`config.mk`:
```
export PLATFORM = sky130hd
export DESIGN_NAME = sample_rate_scheduler_flat
export DESIGN_NICKNAME = d
export VERILOG_FILES = /design/src/rtl/sample_rate_scheduler_if.sv /design/src/rtl/sample_rate_scheduler.sv /design/src/flat_wrapper.sv
export SDC_FILE = /design/constraint.sdc
export NUM_CORES = 1
export LEC_CHECK = 0
export ABC_AREA = 1
export BUFFER_PORTS_ARGS = -buffer_cell sky130_fd_sc_hd__buf_4
export CELL_PAD_IN_SITES_DETAIL_PLACEMENT = 0
export CELL_PAD_IN_SITES_GLOBAL_PLACEMENT = 1
export CORE_ASPECT_RATIO = 1.1
export CORE_MARGIN = 2
export CORE_UTILIZATION = 39
export DETAILED_ROUTE_END_ITERATION = 10
export GPL_ROUTABILITY_DRIVEN = 0
export GPL_TIMING_DRIVEN = 1
export MAX_ROUTING_LAYER = met4
export PLACE_DENSITY = 0.81
export SLEW_MARGIN = 20
export SYNTH_ARGS = -nofsm -noshare
export SYNTH_HDL_FRONTEND = slang
export SYNTH_SLANG_ARGS = --single-unit
```
`constraint.sdc`:
```
create_clock -name clk -period 3.67 [get_ports clk]
set_input_delay 0.734 -clock clk [delete_from_list [all_inputs] [get_ports clk]]
set_output_delay 0.734 -clock clk [all_outputs]
set_load 0.03 [all_outputs]
```
`src/rtl/sample_rate_scheduler_if.sv`:
```
// Handshake bundle between the sample-rate scheduler (master) and the
// stimulus/DUT side (slave): write request/accept, result valid, read strobe.
interface sample_rate_scheduler_if;
    logic wr_valid;
    logic wr_ready;
    logic res_valid;
    logic rd_strobe;

    modport master (
        output wr_valid,
        output rd_strobe,
        input  wr_ready,
        input  res_valid
    );

    modport slave (
        input  wr_valid,
        input  rd_strobe,
        output wr_ready,
        output res_valid
    );
endinterface

```
`src/rtl/sample_rate_scheduler.sv`:
```
// Paces one write / wait-for-result / read exchange with the DUT per sample tick;
// ticks come from a fractional phase accumulator stepping SAMPLE_FREQ against DUT_CLK_FREQ.
module sample_rate_scheduler #(
    parameter int unsigned DUT_CLK_FREQ = 100_000_000,
    parameter int unsigned SAMPLE_FREQ  = 1_000_000,
    parameter int unsigned ACC_W        = 32,
    parameter int unsigned CNT_W        = 16,
    parameter int unsigned TIMEOUT      = 255
) (
    input  logic                    clk,
    input  logic                    rst_n,
    input  logic                    start,
    input  logic                    abort,
    input  logic [CNT_W-1:0]        num_samples,
    sample_rate_scheduler_if.master bus,
    output logic                    busy,
    output logic                    done,
    output logic [CNT_W-1:0]        sample_idx,
    output logic                    overrun,
    output logic                    timeout_err
);

    typedef enum logic [2:0] {
        IDLE      = 3'd0,
        WAIT_TICK = 3'd1,
        WRITE     = 3'd2,
        WAIT_RES  = 3'd3,
        READ      = 3'd4
    } state_t;

    // One bit of headroom so acc + SAMPLE_FREQ never overflows before the compare.
    localparam logic [ACC_W:0] INC       = (ACC_W+1)'(SAMPLE_FREQ);
    localparam logic [ACC_W:0] MODULUS   = (ACC_W+1)'(DUT_CLK_FREQ);
    localparam logic [7:0]     WDOG_LAST = 8'(TIMEOUT - 1);

    state_t            state_q;
    logic [ACC_W-1:0]  acc_q;
    logic [ACC_W-1:0]  acc_d;
    logic [ACC_W:0]    sum;
    logic              tick;
    logic [7:0]        wdog_q;
    logic [CNT_W-1:0]  num_q;
    logic [CNT_W-1:0]  idx_q;
    logic [CNT_W-1:0]  idx_d;
    logic              wr_valid_q;
    logic              rd_strobe_q;
    logic              done_q;
    logic              overrun_q;
    logic              timeout_q;

    assign busy = (state_q != IDLE);

    always_comb begin
        sum   = {1'b0, acc_q} + INC;
        tick  = busy && (sum >= MODULUS);
        acc_d = tick ? ACC_W'(sum - MODULUS) : ACC_W'(sum);
        idx_d = idx_q + 1'b1;
    end

    always_ff @(posedge clk or negedge rst_n) begin
        if (!rst_n) begin
            state_q     <= IDLE;
            acc_q       <= '0;
            wdog_q      <= '0;
            num_q       <= '0;
            idx_q       <= '0;
            wr_valid_q  <= 1'b0;
            rd_strobe_q <= 1'b0;
            done_q      <= 1'b0;
            overrun_q   <= 1'b0;
            timeout_q   <= 1'b0;
        end else begin
            rd_strobe_q <= 1'b0;
            done_q      <= 1'b0;
            if (busy) begin
                acc_q <= acc_d;
            end
            if (abort) begin
                state_q    <= IDLE;
                wr_valid_q <= 1'b0;
            end else begin
                // A tick outside WAIT_TICK is dropped; the exit edge of WAIT_TICK consumes its own tick.
                if (tick && (state_q != WAIT_TICK)) begin
                    overrun_q <= 1'b1;
                end
                unique case (state_q)
                    IDLE: begin
                        if (start) begin
                            if (num_samples == '0) begin
                                done_q <= 1'b1;
                            end else begin
                                state_q   <= WAIT_TICK;
                                num_q     <= num_samples;
                                idx_q     <= '0;
                                acc_q     <= '0;
                                overrun_q <= 1'b0;
                                timeout_q <= 1'b0;
                            end
                        end
                    end
                    WAIT_TICK: begin
                        if (tick) begin
                            state_q    <= WRITE;
                            wr_valid_q <= 1'b1;
                        end
                    end
                    WRITE: begin
                        if (bus.wr_ready) begin
                            state_q    <= WAIT_RES;
                            wr_valid_q <= 1'b0;
                            wdog_q     <= '0;
                        end
                    end
                    WAIT_RES: begin
                        if (bus.res_valid) begin
                            state_q     <= READ;
                            rd_strobe_q <= 1'b1;
                            idx_q       <= idx_d;
                            done_q      <= (idx_d == num_q);
                        end else if (wdog_q == WDOG_LAST) begin
                            state_q   <= IDLE;
                            timeout_q <= 1'b1;
                        end else begin
                            wdog_q <= wdog_q + 1'b1;
                        end
                    end
                    READ: begin
                        state_q <= (idx_q == num_q) ? IDLE : WAIT_TICK;
                    end
                    default: begin
                        state_q <= IDLE;
                    end
                endcase
            end
        end
    end

    assign bus.wr_valid  = wr_valid_q;
    assign bus.rd_strobe = rd_strobe_q;
    assign done          = done_q;
    assign sample_idx    = idx_q;
    assign overrun       = overrun_q;
    assign timeout_err   = timeout_q;

endmodule

```
`src/flat_wrapper.sv`:
```
// flat-port wrapper written by rule: the top's interface ports become plain ports
module sample_rate_scheduler_flat 
#(
    parameter int unsigned DUT_CLK_FREQ = 100_000_000,
    parameter int unsigned SAMPLE_FREQ  = 1_000_000,
    parameter int unsigned ACC_W        = 32,
    parameter int unsigned CNT_W        = 16,
    parameter int unsigned TIMEOUT      = 255
)
  (clk, rst_n, start, abort, num_samples, busy, done, sample_idx, overrun, timeout_err, bus_wr_valid, bus_rd_strobe, bus_wr_ready, bus_res_valid);
  sample_rate_scheduler_if bus_i ();
  input  logic clk;
  input  logic rst_n;
  input  logic start;
  input  logic abort;
  input  logic [CNT_W-1:0] num_samples;
  output logic busy;
  output logic done;
  output logic [CNT_W-1:0] sample_idx;
  output logic overrun;
  output logic timeout_err;
  output wire logic [$bits(bus_i.wr_valid)-1:0] bus_wr_valid;
  output wire logic [$bits(bus_i.rd_strobe)-1:0] bus_rd_strobe;
  input wire logic [$bits(bus_i.wr_ready)-1:0] bus_wr_ready;
  input wire logic [$bits(bus_i.res_valid)-1:0] bus_res_valid;
  assign bus_wr_valid = bus_i.wr_valid;
  assign bus_rd_strobe = bus_i.rd_strobe;
  assign bus_i.wr_ready = bus_wr_ready;
  assign bus_i.res_valid = bus_res_valid;
  sample_rate_scheduler #(.DUT_CLK_FREQ(DUT_CLK_FREQ), .SAMPLE_FREQ(SAMPLE_FREQ), .ACC_W(ACC_W), .CNT_W(CNT_W), .TIMEOUT(TIMEOUT)) u_core (.clk(clk), .rst_n(rst_n), .start(start), .abort(abort), .num_samples(num_samples), .bus(bus_i), .busy(busy), .done(done), .sample_idx(sample_idx), .overrun(overrun), .timeout_err(timeout_err));
endmodule
```
### Word-level counts from Yosys, hierarchy flattened

Cells that the tools add are included.

| storage, ports and cells | value |
|---|---|
| register bits | 80 |
| latch bits | 0 |
| RAM bits | 0 |
| memory bits (read-only) | 0 |
| input bits | 22 |
| output and inout port bits | 22 |
| word-level logic and storage cells | 95 |
| memories | 0 |

| operators by class | value |
|---|---|
| $add $sub $neg | 4 |
| $mul | 0 |
| div/mod/pow operators | 0 |
| order comparisons | 1 |
| eq/ne operators | 20 |
| shifts and indexed selects | 0 |
| mux-type cells | 44 |
| bitwise operators | 2 |
| reduce and logical (&&, ||, !) cells | 14 |

Operator list:

| kind | number |
|---|---|
| 32-bit 2-to-1 mux | 6 |
| 16-bit 2-to-1 mux | 3 |
| 32-bit by 20-bit adder with 33-bit output, second input constant | 1 |
| 33-bit by 27-bit >= comparator with 1-bit output, second input constant | 1 |
| 16-bit equality test | 2 |
| 16-bit case mux with 2 select lines | 1 |
| 32-bit by 27-bit subtractor with 32-bit output, second input constant | 1 |
| 8-bit 2-to-1 mux | 3 |
| 3-bit 2-to-1 mux | 7 |
| 1-bit 2-to-1 mux | 19 |
| 16-bit by 1-bit adder with 16-bit output, second input constant | 1 |
| 16-bit zero test | 1 |
| 8-bit case mux with 2 select lines | 1 |
| 3-bit case mux with 5 select lines | 1 |
| 5-bit AND reduction | 3 |
| 2-bit != test, second input constant | 6 |
| 3-bit != test, second input constant | 3 |
| 8-bit by 1-bit adder with 8-bit output, second input constant | 1 |
| 8-bit equality test, second input constant | 1 |
| 3-bit by 2-bit equality test with 1-bit output, second input constant | 2 |
| 1-bit case mux with 2 select lines | 3 |
| 6-bit AND reduction | 1 |
| 3-bit nonzero test | 2 |
| 4-bit by 3-bit != test with 1-bit output, second input constant | 1 |
| 11 further kinds | 14 |

### Logic depth before layout (Yosys ltp)

| depth | value |
|---|---|
| word-level depth | 9 |
| gate-level depth with buffers | 20 |
| mapped depth without buffers | 20 |

### Worst setup path before layout

OpenSTA, ideal clock, no wires.

| timing | value |
|---|---|
| kind | register to register |
| start point | reg u_core.acc_q[6] |
| end point | reg u_core.acc_q[20] |
| data arrival time | 2.245 ns |
| setup slack | 1.313 ns |
| stages on the path, launching flop included | 21 |
| path buffers | 1 |
| cells stage by stage | dfrtp_1 ha_1 nand2_1 inv_1 or2_2 inv_1 ha_1 nand2_1 nor2_1 nand3_1 nor2_1 nand3_1 nor2_1 nand3_2 nand3_4 buf_6 nand2_1 nand2_1 nand3_1 nand2_1 inv_1 |

| between the ends | value |
|---|---|
| word-level cells in the longest chain between the ends | 9 |

Ends and longest elaborated chain:

| item | line | source |
|---|---|---|
| start, declared | sample_rate_scheduler.sv:37 | `logic [ACC_W-1:0] acc_q;` |
| start signal, assigned | sample_rate_scheduler.sv:63 | `acc_q <= '0;` |
| start signal, assigned | sample_rate_scheduler.sv:76 | `acc_q <= acc_d;` |
| start signal, assigned | sample_rate_scheduler.sv:95 | `acc_q <= '0;` |
| 32-bit by 20-bit adder with 33-bit output (*) | sample_rate_scheduler.sv:54 | `sum = {1'b0, acc_q} + INC;` |
| 33-bit by 27-bit >= comparator with 1-bit output | sample_rate_scheduler.sv:55 | `tick = busy && (sum >= MODULUS);` |
| 1-bit logical AND | sample_rate_scheduler.sv:55 |  |
| 32-bit 2-to-1 mux (*) | sample_rate_scheduler.sv:56 | `acc_d = tick ? ACC_W'(sum - MODULUS) : ACC_W'(sum);` |
| 32-bit 2-to-1 mux (*) | sample_rate_scheduler.sv:75 | `if (busy) begin` |
| 32-bit 2-to-1 mux | sample_rate_scheduler.sv:89 | `if (num_samples == '0) begin` |
| 32-bit 2-to-1 mux | sample_rate_scheduler.sv:88 | `if (start) begin` |
| 32-bit 2-to-1 mux | sample_rate_scheduler.sv:86 | `unique case (state_q)` |
| 32-bit 2-to-1 mux (*) | sample_rate_scheduler.sv:78 | `if (abort) begin` |

Every way passes the cells marked *; elsewhere a longest branch is shown, timed or not.
A chain may end at the register's enable or synchronous reset.

### Final worst setup path

| timing | value |
|---|---|
| start point | reg u_core.acc_q[6] |
| end point | reg u_core.state_q[1] |

| between the ends | value |
|---|---|
| word-level cells in the longest chain between the ends | 5 |

Ends and longest elaborated chain:

| item | line | source |
|---|---|---|
| 32-bit by 20-bit adder with 33-bit output | sample_rate_scheduler.sv:54 |  |
| 33-bit by 27-bit >= comparator with 1-bit output | sample_rate_scheduler.sv:55 |  |
| 1-bit logical AND | sample_rate_scheduler.sv:55 |  |
| 3-bit by 2-bit != test with 1-bit output (no line) | -- |  |
| 5-bit AND reduction (no line) | -- |  |
| end signal, assigned | sample_rate_scheduler.sv:128 | `state_q <= (idx_q == num_q) ? IDLE : WAIT_TICK;` |
| end, declared | sample_rate_scheduler.sv:36 | `state_t state_q;` |

No other way between the ends.

==> run_results.csv <==
group,metric,value,unit
layout,syn_to_final_growth,15.7,%
global_route,grt_util_met1,25.5,%
timing,fmax,0.323,GHz
global_route,track_usage,21.1,%
global_route,antenna_found_initial,0,
yosys,ys_seq_area_share,34.6,%
clock_tree,cts_hold_buf,0,
timing,rsz0062_at_grt,"false",
die,start_util,40.2,%
clock_tree,ctsResizeCount,0,
setup_path,required,3.88,ns
timing,drv_slew,0,
clock_tree,cts_sinks,74,
timing,fin_crit_sh,84.5,%
setup_path,worstSetupStartpointType,"flop",
die,die-area,14700,µm²
yosys,synthArstFlopShare,100,%
timing,setup-tns-final,0,ns
routing,ant_nets,0,
timing,tightest_slew,0.847,ns
die,core_area,13300,µm²
global_route,grt-ovfl-total,0,
yosys,synth_commonest_cells,"nand2_1, inv_1, dfrtp_1",
place,hpwl,10600,µm
layout,fin_nets,868,
clock_tree,clock_path_buffers,2,
yosys,synth_top_area_share,34.6,%
clock_tree,path_clk_slew,0.07,ns
timing,max_slew_margin,43.2,%
setup_path,crit_path_max_fanout,41,
yosys,synth_area_leaders,"dfrtp_1, nand2_1, inv_1, nand3_1, xor2_1",
clock_tree,cts_root_buf,"clkbuf_16",
place,port_buffers,43,
yosys,syn_area,5350,µm²
power_and_ir_drop,ir_worst_vdd,0.306,mV
job,max-cap-violations,0,
yosys,synthCells,790,
layout,diodes,0,
place,placed_area,5870,µm²
die,die_w,116,µm
global_route,use_met3,3.77,%
power_and_ir_drop,total_power,5190,µW
layout,nFillCells,1429,
timing,fin_skew,0.0130,ns
power_and_ir_drop,power.density,838,nW/µm²
clock_tree,clkLatencyLatePin,0.35,ns
yosys,synth_edf_count,0,
die,io_pins,44,
global_route,grt_busiest_layer,"met2",
routing,drt_iter0_drc,290,
routing,routed_wl,14100,µm
worst_hold_path,hold_path_class,"in -> async",
layout,final_area,6190,µm²
yosys,syn_nets,819,
setup_path,reg2reg_depth,15,
yosys,synth_seq_cells,74,
yosys,ys.warnings.count,0,
yosys,synth_ff_type,"dfrtp_1",
yosys,synth_top_area_cell,"dfrtp_1",
layout,drive_gt1_share,14.7,%
setup_path,end_kind,"flop",
timing,finalSetupViolCount,0,
yosys,post-synth-top-count-cell,"nand2_1",
global_route,grt_use_met2,35.3,%
clock_tree,cts_setup_buffers,0,
setup_path,r2r-end,"u_core.state_q[1]",
timing,finalHoldViolCount,0,
clock_tree,numCtsBuffers,9,
setup_path,worstPathArrival,3.31,ns
yosys,syn_area_per_cell,6.78,µm²
yosys,synth_cell_type_count,43,
timing,finalCriticalPeriod,3.10,ns
setup_path,critPathKind,"reg -> reg",
clock_tree,htree_levels,3,
routing,route.vias.total,5159,
global_route,grt_max_degree,75,
outcome,outcome,"completed",
setup_path,regToRegSetupSlack,0.57,ns
die,placementRows,44,
routing,wl_per_cell,13.8,µm
global_route,first_global_vias,5102,
routing,via_per_inst,5.02,
setup_path,timing.rr.start,"u_core.acc_q[6]",
global_route,grt_pass1_wl,24000,µm
power_and_ir_drop,leakagePower,0.00318,µW
routing,drt_pass1_iterations,4,
die,die-height,127,µm
routing,drc,0,
clock_tree,cts_tree,"done",
placed cells by master, fill, tap and decap left out, types with 3 or more instances in the layout:
master,n
a21oi_1,28
ha_1,7
nor2_1,57
nor2_2,9
nand3b_1,4
nand2_2,14
nand3_1,63
nor3_1,14
nand4_1,16
clkinv_2,3
o22ai_1,5
inv_1,114
xor2_1,25
xnor2_1,7
nand2_1,222
nor4_1,5
inv_2,17
o21ai_0,20
dfrtp_1,74
or2_2,3
clkbuf_16,9
nor3b_1,3
nor2_4,5
o21ai_1,37
buf_4,49
nor3_2,3
sequential cells by signal, summed over array words and instances, names as in the netlist:
signal,cells
u_core.acc_q,26
u_core.bus.rd_strobe,1
u_core.bus.wr_valid,1
u_core.done,1
u_core.num_q,16
u_core.overrun,1
u_core.sample_idx,16
u_core.state_q,3
u_core.timeout_err,1
u_core.wdog_q,8
power by group:
group          switching, µW  internal (µW)  total [µW]  leakage [µW]
clock                    356            543         899      0.000149
sequential               298           1110        1410      0.000956
combinational           1910            967        2880       0.00207
total                   2570           2620        5190       0.00318
final cells by class:
cell class,count,area [µm²],area share (%)
clock inverter,5,53.8,0.869
sequential,74,1850,29.9
timing repair buffer,50,395,6.39
tap,184,230,3.72
inverter,131,492,7.94
multi-input combinational,573,2930,47.3
clock buffer,11,243,3.92
worst max-delay path: stages (launching register included):
cell	delay [ns]
dfrtp_1	0.42
ha_1	0.23
nand2_1	0.13
nand2_1	0.16
nand2_2	0.13
inv_1	0.06
nand2_1	0.11
nand2_1	0.11
nand3b_1	0.09
nand2_1	0.16
nand2_2	0.16
nand2_2	0.08
nor2_2	0.18
nand3_4	0.40
o21ai_1	0.39
o21ai_0	0.14
layer usage:
| layer | wire length, µm | up-vias |
|---|---|---|
| met2 | 6840 | 115 |
| met5 | 0 | - |
| li1 | - | 2624 |
| met3 | 580 | 31 |
| met1 | 6350 | 2389 |
| met4 | 368 | 0 |
worst max path at each step:
stage	startpoint	to	slack [ns]	depth (start not counted)
floorplan	u_core.acc_q[6]	u_core.acc_q[20]	1.31	20
global placement	num_samples[7]	u_core.acc_q[26]	0.55	16
detailed placement	num_samples[7]	u_core.acc_q[24]	0.46	16
CTS	u_core.acc_q[6]	u_core.state_q[1]	0.56	16
global route	u_core.acc_q[7]	u_core.state_q[1]	0.18	16
finish	u_core.acc_q[6]	u_core.state_q[1]	0.57	15
metrics by stage:
stage	hold WS, ns	cells	setup slack [ns]	util, %
floorplan	0.438	790	1.31	-
global placement	0.490	1011	0.554	44.0
detailed placement	0.495	1011	0.461	44.0
CTS	0.510	1027	0.561	46.3
global route	0.276	1028	0.183	46.5
finish	0.268	1028	0.571	46.5
logic make-up after synthesis:
kind of cell | Yosys count | synth area share [%]
and+or+nand+nor | 424 | 36.2
buffers and inverters | 143 | 10.7
AOI/OAI and AO/OA | 110 | 11.6
DFF | 74 | 34.6
xor gates and xnor gates | 32 | 5.23
adders and majority gates | 7 | 1.64
Note: power is estimated with default switching activity, not from simulation.
